--- src/rtl/core8_oci_trace_capture.sv ---
// core8_oci_trace_capture
// Trace sink for a Core8 CPU OCI. Qualifying debug/trace words are captured
// into a show-ahead FIFO for a host-side reader. Words that arrive while the
// FIFO is full are counted as dropped. When test_ending is seen, capture stops,
// the FIFO drains to the reader, and the block then reports test_has_ended.

module core8_oci_trace_capture #(
    parameter int DATA_W = 30,
    parameter int CNT_W  = 4,
    parameter int DEPTH  = 16,
    parameter int ADDR_W = 4,
    parameter int DROP_W = 16
) (
    input  logic              i_clk,
    input  logic              i_reset,
    input  logic [DATA_W-1:0] i_dct_buffer,
    input  logic [CNT_W-1:0]  i_dct_count,
    input  logic              i_dct_valid,
    input  logic              i_test_ending,
    input  logic              i_rd_ready,
    output logic              o_rd_valid,
    output logic [DATA_W-1:0] o_rd_data,
    output logic [CNT_W-1:0]  o_rd_count,
    output logic [ADDR_W:0]   o_fill_level,
    output logic              o_overflow,
    output logic [DROP_W-1:0] o_dropped_count,
    output logic              o_test_has_ended
);

    localparam int ENTRY_W = DATA_W + CNT_W;
    localparam logic [ADDR_W:0] FULL_LEVEL = (ADDR_W + 1)'(DEPTH);

    typedef enum logic [1:0] {
        CAPTURE = 2'd0,
        DRAIN   = 2'd1,
        ENDED   = 2'd2
    } state_t;

    state_t r_state;
    state_t w_stateNext;

    logic [ENTRY_W-1:0] r_mem [DEPTH];
    logic [ADDR_W-1:0]  r_wrPtr;
    logic [ADDR_W-1:0]  r_rdPtr;
    logic [ADDR_W:0]    r_fillLevel;
    logic               r_overflow;
    logic [DROP_W-1:0]  r_droppedCount;

    logic               w_qualified;
    logic               w_full;
    logic               w_pop;
    logic               w_push;
    logic               w_drop;
    logic [ENTRY_W-1:0] w_head;

    // Head entry is shown ahead; the reader sees it as soon as it is stored.
    always_comb begin
        w_head      = r_mem[r_rdPtr];
        o_rd_valid  = (r_fillLevel != '0) && (r_state != ENDED);
        w_qualified = i_dct_valid && (i_dct_count != '0);
        w_full      = (r_fillLevel == FULL_LEVEL);
        w_pop       = o_rd_valid && i_rd_ready;
        w_push      = (r_state == CAPTURE) && w_qualified && (!w_full || w_pop);
        w_drop      = (r_state == CAPTURE) && w_qualified && w_full && !w_pop;
    end

    assign o_rd_data        = w_head[DATA_W-1:0];
    assign o_rd_count       = w_head[ENTRY_W-1:DATA_W];
    assign o_fill_level     = r_fillLevel;
    assign o_overflow       = r_overflow;
    assign o_dropped_count  = r_droppedCount;
    assign o_test_has_ended = (r_state == ENDED);

    // Capture state register; ENDED is only left through reset.
    always_ff @(posedge i_clk) begin
        if (i_reset) begin
            r_state <= CAPTURE;
        end else begin
            r_state <= w_stateNext;
        end
    end

    // Next state: stop capture on test_ending, finish once the last entry leaves.
    always_comb begin
        w_stateNext = r_state;
        case (r_state)
            CAPTURE: begin
                if (i_test_ending) begin
                    w_stateNext = DRAIN;
                end
            end
            DRAIN: begin
                if ((r_fillLevel == '0) ||
                    ((r_fillLevel == (ADDR_W + 1)'(1)) && w_pop)) begin
                    w_stateNext = ENDED;
                end
            end
            ENDED: begin
                w_stateNext = ENDED;
            end
            default: begin
                w_stateNext = CAPTURE;
            end
        endcase
    end

    // Storage array holds {count, word}; contents need no reset since fill level gates them.
    always_ff @(posedge i_clk) begin
        if (w_push) begin
            r_mem[r_wrPtr] <= {i_dct_count, i_dct_buffer};
        end
    end

    // Pointers, occupancy and drop bookkeeping; reset discards everything at once.
    always_ff @(posedge i_clk) begin
        if (i_reset) begin
            r_wrPtr        <= '0;
            r_rdPtr        <= '0;
            r_fillLevel    <= '0;
            r_overflow     <= 1'b0;
            r_droppedCount <= '0;
        end else begin
            if (w_push) begin
                r_wrPtr <= r_wrPtr + ADDR_W'(1);
            end
            if (w_pop) begin
                r_rdPtr <= r_rdPtr + ADDR_W'(1);
            end
            case ({w_push, w_pop})
                2'b10:   r_fillLevel <= r_fillLevel + (ADDR_W + 1)'(1);
                2'b01:   r_fillLevel <= r_fillLevel - (ADDR_W + 1)'(1);
                default: r_fillLevel <= r_fillLevel;
            endcase
            if (w_drop) begin
                r_overflow <= 1'b1;
                if (r_droppedCount != '1) begin
                    r_droppedCount <= r_droppedCount + DROP_W'(1);
                end
            end
        end
    end

endmodule

--- config.mk ---
export PLATFORM = sky130hd
export DESIGN_NAME = core8_oci_trace_capture
export DESIGN_NICKNAME = d
export VERILOG_FILES = /design/src/rtl/core8_oci_trace_capture.sv
export SDC_FILE = /design/constraint.sdc
export NUM_CORES = 1
export LEC_CHECK = 0
export CORE_MARGIN = 2
export CORE_UTILIZATION = 45
export DETAILED_ROUTE_END_ITERATION = 7
export PLACE_DENSITY = 0.72
export SLEW_MARGIN = 20
export SYNTH_ARGS = -nofsm -noshare
export SYNTH_HDL_FRONTEND = slang
export SYNTH_SLANG_ARGS = --single-unit
--- constraint.sdc ---
create_clock -name i_clk -period 9.9 [get_ports i_clk]
set_input_delay 1.485 -clock i_clk [delete_from_list [all_inputs] [get_ports i_clk]]
set_output_delay 1.485 -clock i_clk [all_outputs]
set_load 0.02 [all_outputs]
==> results.py <==
metrics = {
    "floorplan": {
        "start_util_pct": 45.64,
        "io_pins": 97,
        "row_count": 81,
        "design.core.area_um2": 49050,
        "die_height_um": 227.0,
        "die_w_um": 227.0,
        "dieArea_um2": 51550,
    },
    "grt": {
        "grt_max_degree": 88,
        "grt_usage_pct": 18.31,
        "grt_pass1_vias": 10900,
        "gr-max-usage-layer": "met2",
        "antenna_found_initial": 2,
        "gr-usage-met3_pct": 3.098,
        "use_met2_pct": 29.66,
        "use_met1_pct": 26.21,
        "grt_pass1_wl_um": 69110,
        "grt-ovfl-total": 0,
    },
    "sta": {
        "maxSlewViolCount": 0,
        "period_needed_ns": 5.448,
        "tns_ns": 0,
        "rsz0062_at_grt": "no",
        "worst_pin_slew_ns": 0.9195,
        "min_period_over_period_pct": 55.03,
        "clock_skew_ns": 0.02253,
        "max_freq_mhz": 183.6,
        "finalSetupViolCount": 0,
        "hold_viol": 0,
        "max_slew_margin_pct": 38.70,
    },
    "clock_network": {
        "clock_latency_ns": 0.60,
        "cts_tree": "done",
        "cts_max_level": 2,
        "clockBufferDepth": 3,
        "path_clk_slew_ns": 0.06,
        "postCtsHoldBufs": 0,
        "cts_post_setup_buffers_inserted": 0,
        "cts_buffers": 55,
        "cts_sinks": 580,
        "post_cts_resized": 0,
        "ctsRootBufferMaster": "clkbuf_16",
    },
    "layout": {
        "num-fill-cells": 3770,
        "fin_nets": 1178,
        "drive_above_1_share_pct": 25.79,
        "fin_cells": 1837,
        "syn2layout_area_growth_pct": 16.05,
    },
    "logic_synthesis": {
        "synth_top_area_share_pct": 72.97,
        "syn_inst": 997,
        "synth_commonest_cells": "544 x edfxtp_1, 170 x mux4_2, 39 x nor2_1",
        "synthTopCellsByArea": "edfxtp_1 73%, mux4_2 17%, dfxtp_1 3.2%",
        "ys.flop_type": "edfxtp_1",
        "synth_edf_count": 544,
        "synth_nets": 1050,
        "synth_xor_area_share_pct": 0.2739,
        "synth_seq_area_share_pct": 76.19,
        "syn_area_um2": 22390,
        "synth_fa_ha_area_share_pct": 0.7825,
        "synth.ff_latch_count": 580,
        "synth_most_common_cell": "edfxtp_1",
        "synth-compound-area-share_pct": 1.230,
        "synth_top_family_by_area": "multiplexers",
        "synth_cell_types": 51,
        "synthMuxAreaShare_pct": 17.43,
        "synth_area_leader_cell": "edfxtp_1",
        "ys.warnings.count": 0,
        "async_flop_share_pct": 0,
        "synth-simple-area-share_pct": 2.700,
        "synth_area_per_cell_um2": 22.45,
    },
    "routing": {
        "vias": 10380,
        "viasPerCell": 5.653,
        "route.detailed.drc": 0,
        "routed_wl_um": 45950,
        "ant_nets": 0,
        "drt_pass1_iterations": 5,
        "wl_per_cell_um": 25.02,
        "drt-initial-drc-count": 1058,
    },
    "run": {
        "max_cap_viol_count": 0,
    },
    "setup_path": {
        "r2r_slack_ns": 6.24,
        "cp_data_arrival_time_ns": 3.96,
        "worstSetupPathType": "reg -> out",
        "crit_path_end_kind": "primary output",
        "crit_path_max_fanout": 87,
        "ff2ff_path_depth": 8,
        "start_kind": "register",
        "r2r_end": "r_mem[0][25]",
        "required_ns": 8.42,
        "r2r-start": "r_state[0]",
    },
    "pwr": {
        "power.leakage_nw": 7.899,
        "ir_drop_uv": 135.3,
        "power.density_nw_per_um2": 243.8,
    },
    "min_path": {
        "hp-start": "r_rdPtr[3]",
        "hold_path.class": "reg -> reg",
        "hold_depth": 2,
    },
    "placement": {
        "place_inst": 1731,
        "place.gp.congestion": 0.7046,
        "portBuffers": 96,
        "hpwl_um": 23990,
    },
    "run_status": {
        "status": "finished clean",
    },
}
==> metrics by stage <==
stage | utilization, % | hold WS [ns] | worst slack [ns] | cell area [µm²] | total power [mW]
after floorplan | - | 0.4725 | 4.725 | 22390 | 3.917
after global placement | 49.35 | 0.4888 | 4.638 | 24210 | 4.358
after detailed placement | 49.35 | 0.4973 | 4.550 | 24210 | 4.381
after CTS | 52.90 | 0.5080 | 4.165 | 25950 | 6.397
after global routing | 52.96 | 0.5575 | 4.212 | 25980 | 6.591
final | 52.96 | 0.5119 | 4.452 | 25980 | 6.335
==> cell families after synthesis <==
logic type      count (synthesis)
flops                         580
fa+ha+maj                      14
buf+inv                        59
simple gates                  117
compound gates                 43
mux                           177
xor+xnor                        7
==> power by group <==
part	leakage (nW)	switching [mW]	total (mW)	internal, mW
Sequential	5.20	0.0906	2.89	2.80
Combinational	1.85	0.674	1.42	0.748
Clock	0.854	0.883	2.03	1.14
Total	7.90	1.65	6.33	4.69
==> flip-flops by register name (all words and copies together), names as in the netlist, named ones only <==
name / cells
o_overflow: 1
r_mem: 544
r_state: 2
o_fill_level: 5
o_dropped_count: 16
r_rdPtr: 4
r_wrPtr: 4
==> per-layer routing <==
layer	share of wire [%]	vias up
met5	0	-
met1	43	5512
met3	5.7	62
li1	-	4474
met4	1.7	0
met2	50	336
==> critical path: stages, from the launching register on <==
cell,delay (ns)
dfxtp_4,0.60
buf_16,0.31
buf_12,0.59
mux4_2,0.60
mux4_2,0.55
clkdlybuf4s50_1,0.58
==> how the worst max path moves through the flow <==
stage	start	endpoint	slack [ns]	cells after the start
detailed placement	i_dct_count[3]	r_mem[0][23]	4.55	7
CTS	register	o_rd_data[2]	4.17	4
floorplan	i_rd_ready	r_mem[0][0]	4.73	6
finish	register	o_rd_data[0]	4.45	5
global placement	i_dct_count[3]	r_mem[0][28]	4.64	7
global route	register	o_rd_data[0]	4.21	5
==> layout make-up <==
class / count / area [µm²] / share of cell area [%]
sequential: 580 / 17070 / 65.69
antenna: 2 / 5.005 / 0.01927
inverter: 10 / 37.54 / 0.1445
multi-input combinational: 358 / 5129 / 19.74
tap: 664 / 830.8 / 3.198
clock buffer: 66 / 1439 / 5.539
clock inverter: 37 / 297.8 / 1.146
timing repair buffer: 120 / 1174 / 4.518
==> cells in the final DEF (no fill, tap or decap), types with 12 or more instances in the layout <==
| cell | count |
|---|---|
| clkinv_2 | 13 |
| nor2_4 | 12 |
| nor2_1 | 27 |
| clkdlybuf4s50_1 | 96 |
| a21oi_1 | 16 |
| dfxtp_1 | 32 |
| clkinv_1 | 13 |
| mux4_2 | 170 |
| buf_4 | 22 |
| clkbuf_16 | 56 |
| ha_1 | 14 |
| nand2_1 | 14 |
| edfxtp_1 | 544 |
Power figures use the tool's default switching activity.
